<file path="src/rtl/fb_swap_scheduler.sv">
`default_nettype none
//------------------------------------------------------------------------------
// Module      : fb_swap_scheduler
// Description : Double-buffer swap controller. Commits the back buffer through
//               the writer handshake, optionally waits for vsync, then flips.
// Revision    : 1.0 - initial release
//------------------------------------------------------------------------------
module fb_swap_scheduler #(
  parameter int ADDR_WIDTH          = 32,
  parameter int FB_SIZE_IN_PIXEL_LG = 20,
  parameter int SWAP_CNT_WIDTH      = 16
) (
  input  logic                           aclk,
  input  logic                           reset,
  input  logic [ADDR_WIDTH-1:0]          cfg_fb0_addr,
  input  logic [ADDR_WIDTH-1:0]          cfg_fb1_addr,
  input  logic [FB_SIZE_IN_PIXEL_LG-1:0] cfg_fb_size,
  input  logic                           cfg_wait_vsync,
  input  logic                           swap_req,
  input  logic                           vsync,
  output logic                           commit_fb,
  output logic [ADDR_WIDTH-1:0]          fb_addr,
  output logic [FB_SIZE_IN_PIXEL_LG-1:0] fb_size,
  input  logic                           fb_committed,
  output logic [ADDR_WIDTH-1:0]          disp_fb_addr,
  output logic                           disp_fb_update,
  output logic                           back_idx,
  output logic                           swap_busy,
  output logic                           swap_dropped,
  output logic [SWAP_CNT_WIDTH-1:0]      swap_count
);

  localparam logic [2:0] c_ST_IDLE  = 3'd0;
  localparam logic [2:0] c_ST_REQ   = 3'd1;
  localparam logic [2:0] c_ST_WRITE = 3'd2;
  localparam logic [2:0] c_ST_VSYNC = 3'd3;
  localparam logic [2:0] c_ST_FLIP  = 3'd4;

  logic [2:0]                     r_state;
  logic [2:0]                     w_next_state;
  logic                           r_commit_fb;
  logic [ADDR_WIDTH-1:0]          r_fb_addr;
  logic [FB_SIZE_IN_PIXEL_LG-1:0] r_fb_size;
  logic                           r_wait_vsync;
  logic                           r_back_idx;
  logic                           r_disp_fb_update;
  logic                           r_swap_dropped;
  logic                           r_pending;
  logic [SWAP_CNT_WIDTH-1:0]      r_swap_count;

  logic w_start;
  logic w_commit_set;
  logic w_commit_clr;
  logic w_enter_flip;
  logic w_swap_busy;

  // State register
  always_ff @(posedge aclk) begin
    if (reset) begin
      r_state <= c_ST_IDLE;
    end else begin
      r_state <= w_next_state;
    end
  end

  // Next-state logic
  always_comb begin
    w_next_state = r_state;
    case (r_state)
      c_ST_IDLE: begin
        if (swap_req || r_pending) begin
          if (cfg_fb_size == '0) begin
            w_next_state = cfg_wait_vsync ? c_ST_VSYNC : c_ST_FLIP;
          end else begin
            w_next_state = c_ST_REQ;
          end
        end
      end
      c_ST_REQ: begin
        if (!fb_committed) w_next_state = c_ST_WRITE;
      end
      c_ST_WRITE: begin
        if (fb_committed) w_next_state = r_wait_vsync ? c_ST_VSYNC : c_ST_FLIP;
      end
      c_ST_VSYNC: begin
        if (vsync) w_next_state = c_ST_FLIP;
      end
      c_ST_FLIP: begin
        w_next_state = c_ST_IDLE;
      end
      default: begin
        w_next_state = c_ST_IDLE;
      end
    endcase
  end

  // Output / strobe decode
  always_comb begin
    w_start      = (r_state == c_ST_IDLE) && (swap_req || r_pending);
    w_commit_set = w_start && (cfg_fb_size != '0);
    w_commit_clr = (r_state == c_ST_REQ) && !fb_committed;
    // Flip side effects land on the edge entering FLIP, so the update pulse
    // coincides with the FLIP cycle while swap_busy is still high.
    w_enter_flip = (w_next_state == c_ST_FLIP) && (r_state != c_ST_FLIP);
    w_swap_busy  = (r_state != c_ST_IDLE);
  end

  always_ff @(posedge aclk) begin
    if (reset) begin
      r_commit_fb      <= 1'b0;
      r_fb_addr        <= '0;
      r_fb_size        <= '0;
      r_wait_vsync     <= 1'b0;
      r_back_idx       <= 1'b0;
      r_disp_fb_update <= 1'b0;
      r_swap_dropped   <= 1'b0;
      r_pending        <= 1'b0;
      r_swap_count     <= '0;
    end else begin
      r_disp_fb_update <= w_enter_flip;

      if (w_start) begin
        r_fb_size    <= cfg_fb_size;
        r_wait_vsync <= cfg_wait_vsync;
        r_fb_addr    <= r_back_idx ? cfg_fb1_addr : cfg_fb0_addr;
      end

      if (w_commit_set) begin
        r_commit_fb <= 1'b1;
      end else if (w_commit_clr) begin
        r_commit_fb <= 1'b0;
      end

      if (w_enter_flip) begin
        r_back_idx   <= ~r_back_idx;
        r_swap_count <= r_swap_count + 1'b1;
      end

      // A request arriving while a pending one is being launched refills the slot.
      if (r_state == c_ST_IDLE) begin
        if (r_pending) r_pending <= swap_req;
      end else if (swap_req) begin
        r_pending <= 1'b1;
        if (r_pending) r_swap_dropped <= 1'b1;
      end
    end
  end

  assign commit_fb      = r_commit_fb;
  assign fb_addr        = r_fb_addr;
  assign fb_size        = r_fb_size;
  assign disp_fb_addr   = r_back_idx ? cfg_fb0_addr : cfg_fb1_addr;
  assign disp_fb_update = r_disp_fb_update;
  assign back_idx       = r_back_idx;
  assign swap_busy      = w_swap_busy;
  assign swap_dropped   = r_swap_dropped;
  assign swap_count     = r_swap_count;

endmodule
`default_nettype wire

</file>
<file path="config.mk">
export PLATFORM = sky130hd
export DESIGN_NAME = fb_swap_scheduler
export DESIGN_NICKNAME = d
export VERILOG_FILES = /design/src/rtl/fb_swap_scheduler.sv
export SDC_FILE = /design/constraint.sdc
export NUM_CORES = 1
export LEC_CHECK = 0
export BUFFER_PORTS_ARGS = -buffer_cell sky130_fd_sc_hd__buf_4
export CAP_MARGIN = 10
export CORE_AREA = 4 4 91 93
export CTS_BUF_LIST = sky130_fd_sc_hd__clkbuf_4
export CTS_CLUSTER_SIZE = 12
export DETAILED_ROUTE_END_ITERATION = 8
export DIE_AREA = 0 0 95 97
export PLACE_DENSITY = 0.85
export SETUP_SLACK_MARGIN = 0.05
export SLEW_MARGIN = 10
export SYNTH_ARGS = -nofsm -noshare
export SYNTH_HDL_FRONTEND = slang
export SYNTH_SLANG_ARGS = --single-unit
</file>
<file path="constraint.sdc">
create_clock -name aclk -period 3.7 [get_ports aclk]
set_clock_uncertainty 0.2 [all_clocks]
set_input_delay 0.185 -clock aclk [delete_from_list [all_inputs] [get_ports aclk]]
set_output_delay 0.185 -clock aclk [all_outputs]
set_load 0.005 [all_outputs]
</file>
==> qor.log <==
qor: synth.synth_fp_nets 520
qor: worst_setup_path.crit_fanout 35
qor: worst_setup_path.type_of_the_worst_setup_path in -> reg
qor: power_and_ir_drop.total_power 2.09 mW
qor: timing.final_max_slew_viol_count 0
qor: synth.synthesis.yosys.warnings 0
qor: routing.number_of_vias_in_the_routed_layout 4342
qor: worst_setup_path.critPathRequiredTime 3.84 ns
qor: worst_setup_path.critPathCaptureType flip-flop
qor: clocking.cts_tree done
qor: place.placed_cells_incl_taps 692
qor: routing.via_per_inst 5.48
qor: global_routing.grt_max_degree 88
qor: power_and_ir_drop.power.leakage 2.55 nW
qor: die.initial_core_util 49.9%
qor: final_layout.final_stage_net_count 777
qor: synth.ys_async_rst_share 0%
qor: worst_setup_path.regToRegEndpoint fb_addr[11]
qor: global_routing.via_count_of_the_first_global_routing_pass 4408
qor: place.place.gp.congestion 0.784
qor: synth.synth_most_common_cell sky130_fd_sc_hd__dfxtp_1
qor: timing.timing.final.ws_setup 1.01 ns
qor: die.die_w 95 um
qor: clocking.cts_num_sinks 77
qor: clocking.clk_pin_slew 0.11 ns
qor: die.die_height 97 um
qor: timing.clock.fmax 0.372 GHz
qor: timing.finalSetupViolations 0
qor: global_routing.antenna_found_initial 0
qor: final_layout.n_fill_cell 422
qor: final_layout.n_antenna_cell 0
qor: place.portBuffers 194
qor: worst_setup_path.crit_path_max_incr_delay 0.64 ns
qor: outcome.run_status finished clean
qor: global_routing.first_pass_grt_wire_length 21900 um
qor: worst_setup_path.cell_at_the_slowest_stage_of_the_critical_path sky130_fd_sc_hd__or4_1
qor: clocking.clockRootBuffer sky130_fd_sc_hd__clkbuf_4
qor: synth.synth_sequential_area_ratio 41.0%
qor: timing.post-route-period-util 72.6%
qor: clocking.clk_path_buf_depth 2
qor: timing.final_period_minus_worst_setup_slack 2.69 ns
qor: final_layout.final_cells 793
qor: final_layout.cell_area_after_layout 6230 sq um
qor: power_and_ir_drop.vdd_drop_max 0.246 mV
qor: clocking.latest_clock_arrival_within_the_worst_skew_pair 0.42 ns
qor: die.core_area 7530 sq um
qor: timing.totalNegativeSetupSlack 0 ns
qor: synth.synth_flop_cell sky130_fd_sc_hd__dfxtp_1
qor: place.detailedPlacementHpwl 8060 um
qor: synth.synth.cell_area 3760 sq um
qor: synth.post_synth.cell_area_avg 8.76 sq um
qor: die.die-area 9220 sq um
qor: hold_path.worstHoldPathType in -> reg
qor: routing.route.detailed.drc 0
qor: power_and_ir_drop.power_per_cell_area 335 nW/um^2
qor: final_layout.seq_area 1540 sq um
qor: synth.postSynthCellCount 429
qor: hold_path.worst_hold_path.num_cells 3
qor: final_layout.layout_cells_sized_above_1 35.3%
qor: synth.synthDominantAreaCellType sky130_fd_sc_hd__dfxtp_1
qor: routing.avgRoutedWirePerCell 17.3 um
qor: final_layout.flow.area_growth_from_synthesis 66.0%
qor: synth.post_synth_main_area_contributors sky130_fd_sc_hd__dfxtp_1, sky130_fd_sc_hd__mux2_2, sky130_fd_sc_hd__mux2i_1
qor: worst_setup_path.rrSetupSlack 1.03 ns
qor: synth.synth_largest_type_area_fraction 41.0%
qor: timing.hold_viol_final 0
qor: final_layout.multiInputGateArea 2070 sq um
qor: flow_run.maxCapViolCount 0
qor: worst_setup_path.critical_path.cell_chain dlygate4sd3_1, buf_4, nor4_1, and4_1, a41oi_4, or4_1, a21oi_1
qor: worst_setup_path.crit_arrival 2.83 ns
qor: global_routing.globalRouteTotalUtil 29.6%
qor: die.placement_rows 32
qor: place.postPlaceCellArea 5240 sq um
qor: timing.grt_setup_unrepaired false
qor: routing.ant_nets 0
qor: hold_path.worstHoldStart cfg_fb0_addr[1]
qor: worst_setup_path.worstSetupStartpointType primary input
qor: hold_path.hold_path_end fb_addr[1]
qor: routing.drtIter0Drc 181
qor: worst_setup_path.critical_path.reg2reg.startpoint r_state[2]
qor: timing.slew_margin_rel 43.9%
qor: die.boundaryPins 195
qor: timing.max_slew.worst_pin.slew 0.841 ns
qor: worst_setup_path.worst_r2r_path_depth 5
qor: worst_setup_path.crit_path_start cfg_fb_size[3]
qor: routing.wire_length_after_detailed_routing 13700 um
qor: clocking.cts_buffers 9
qor: global_routing.grt_remaining_overflow 0
qor: synth.synth_enable_flop_cells 0
qor: clocking.cts_max_level 3
qor: synth.post_synth_num_cell_types 40
qor: synth.postSynthRegisterBits 77
qor: synth.synthTopCellsByCount sky130_fd_sc_hd__dfxtp_1, sky130_fd_sc_hd__nand2_1, sky130_fd_sc_hd__nor2_1, sky130_fd_sc_hd__a21oi_1
qor: place.pre_cts_slack 1.10 ns
qor: routing.drtPass1Iterations 4
power breakdown:
group          internal [mW]  leakage (nW)  switching [mW]  total (mW)
clock                  0.265        0.0799           0.284       0.549
combinational          0.325          1.84           0.264       0.589
sequential             0.901         0.633          0.0491       0.950
placed cells by master (no fill, tap or decap), types with 2 or more instances in the layout:
| cell | Yosys | routed |
|---|---|---|
| sky130_fd_sc_hd__nand2b_1 | 3 | 3 |
| sky130_fd_sc_hd__mux2_2 | 32 | 32 |
| sky130_fd_sc_hd__nor2_1 | 39 | 39 |
| sky130_fd_sc_hd__a211oi_1 | 32 | 32 |
| sky130_fd_sc_hd__nand2_1 | 54 | 54 |
| sky130_fd_sc_hd__o21ai_0 | 11 | 11 |
| sky130_fd_sc_hd__nor3_1 | 6 | 6 |
| sky130_fd_sc_hd__nor4_1 | 5 | 5 |
| sky130_fd_sc_hd__clkbuf_4 | 0 | 9 |
| sky130_fd_sc_hd__dfxtp_1 | 77 | 76 |
| sky130_fd_sc_hd__dlygate4sd3_1 | 0 | 85 |
| sky130_fd_sc_hd__clkinv_1 | 0 | 4 |
| sky130_fd_sc_hd__nand3b_1 | 2 | 2 |
| sky130_fd_sc_hd__o41ai_1 | 2 | 2 |
| sky130_fd_sc_hd__a21oi_1 | 38 | 38 |
| sky130_fd_sc_hd__or3b_1 | 2 | 2 |
| sky130_fd_sc_hd__nor2b_1 | 2 | 2 |
| sky130_fd_sc_hd__or4_1 | 9 | 9 |
| sky130_fd_sc_hd__buf_4 | 0 | 195 |
| sky130_fd_sc_hd__mux2i_1 | 32 | 32 |
| sky130_fd_sc_hd__nand4_1 | 7 | 7 |
| sky130_fd_sc_hd__o31ai_1 | 7 | 7 |
| sky130_fd_sc_hd__or3_1 | 9 | 9 |
| sky130_fd_sc_hd__inv_1 | 3 | 3 |
| sky130_fd_sc_hd__bufinv_16 | 0 | 2 |
| sky130_fd_sc_hd__nand3_1 | 6 | 6 |
flip-flops by register name, summed over array words and instances, names as in the netlist:
signal          flops
back_idx            1
r_state             3
disp_fb_update      1
commit_fb           1
swap_dropped        1
r_wait_vsync        1
r_pending           1
fb_addr            32
swap_count         16
fb_size            20
worst max-delay path: cells and delay by family:
| kind | cells | cell delay [ns] |
|---|---|---|
| AND/OR/NAND/NOR | 3 | 1.39 |
| buffers and inverters | 2 | 0.68 |
| AO/OA/AOI/OAI | 2 | 0.56 |
stage by stage:
step,util [%],hold WS [ns]
after global placement,69.5,0.245
after CTS,82.8,0.00176
final,82.8,0.0198
after detailed placement,69.5,0.249
after global routing,82.8,0.00366
after floorplan,-,0.121
kinds of logic (layout without fill, tap and decap cells):
kind of cell,Yosys count,in the layout,synth area share [%]
AO/OA/AOI/OAI,97,97,16.7
adder cells (fa/ha/maj),1,1,0.333
buffers and inverters,38,300,3.86
flip-flops,77,77,41.0
multiplexers,65,65,18.4
AND/OR/NAND/NOR,151,151,19.7
worst max path at each step:
stage	end	slack (ns)	depth (start not counted)
2_1_floorplan	swap_count[12]	1.49	7
3_3_place_gp	swap_count[13]	1.19	5
3_5_place_dp	swap_count[10]	1.10	5
4_1_cts	swap_count[10]	1.06	6
5_1_grt	r_state[1]	0.85	6
6_report	swap_count[10]	1.01	7
what timing repair did:
| item | 4_1_cts | 5_1_grt |
|---|---|---|
| gates resized for setup | 0 | 0 |
| hold buffers | 85 | 0 |
| hold endpoints to repair | 57 | 0 |
| buffers inserted | 0 | 0 |
area by class of cell:
cell class | instances | share of cell area, %
timing repair buffer | 281 | 37.5
multi-input combinational | 314 | 33.2
sequential | 77 | 24.7
tap | 102 | 2.05
clock inverter | 7 | 1.28
clock buffer | 9 | 1.08
inverter | 3 | 0.181
metal layers:
metal	GRT usage, %	up-vias	routed length, um
met2	50.6	184	6930
met5	0	-	0
met1	34.3	2030	5290
met3	7.00	42	1000
met4	13.7	0	489
li1	-	2086	-
Note: power is estimated with default switching activity, not from simulation.
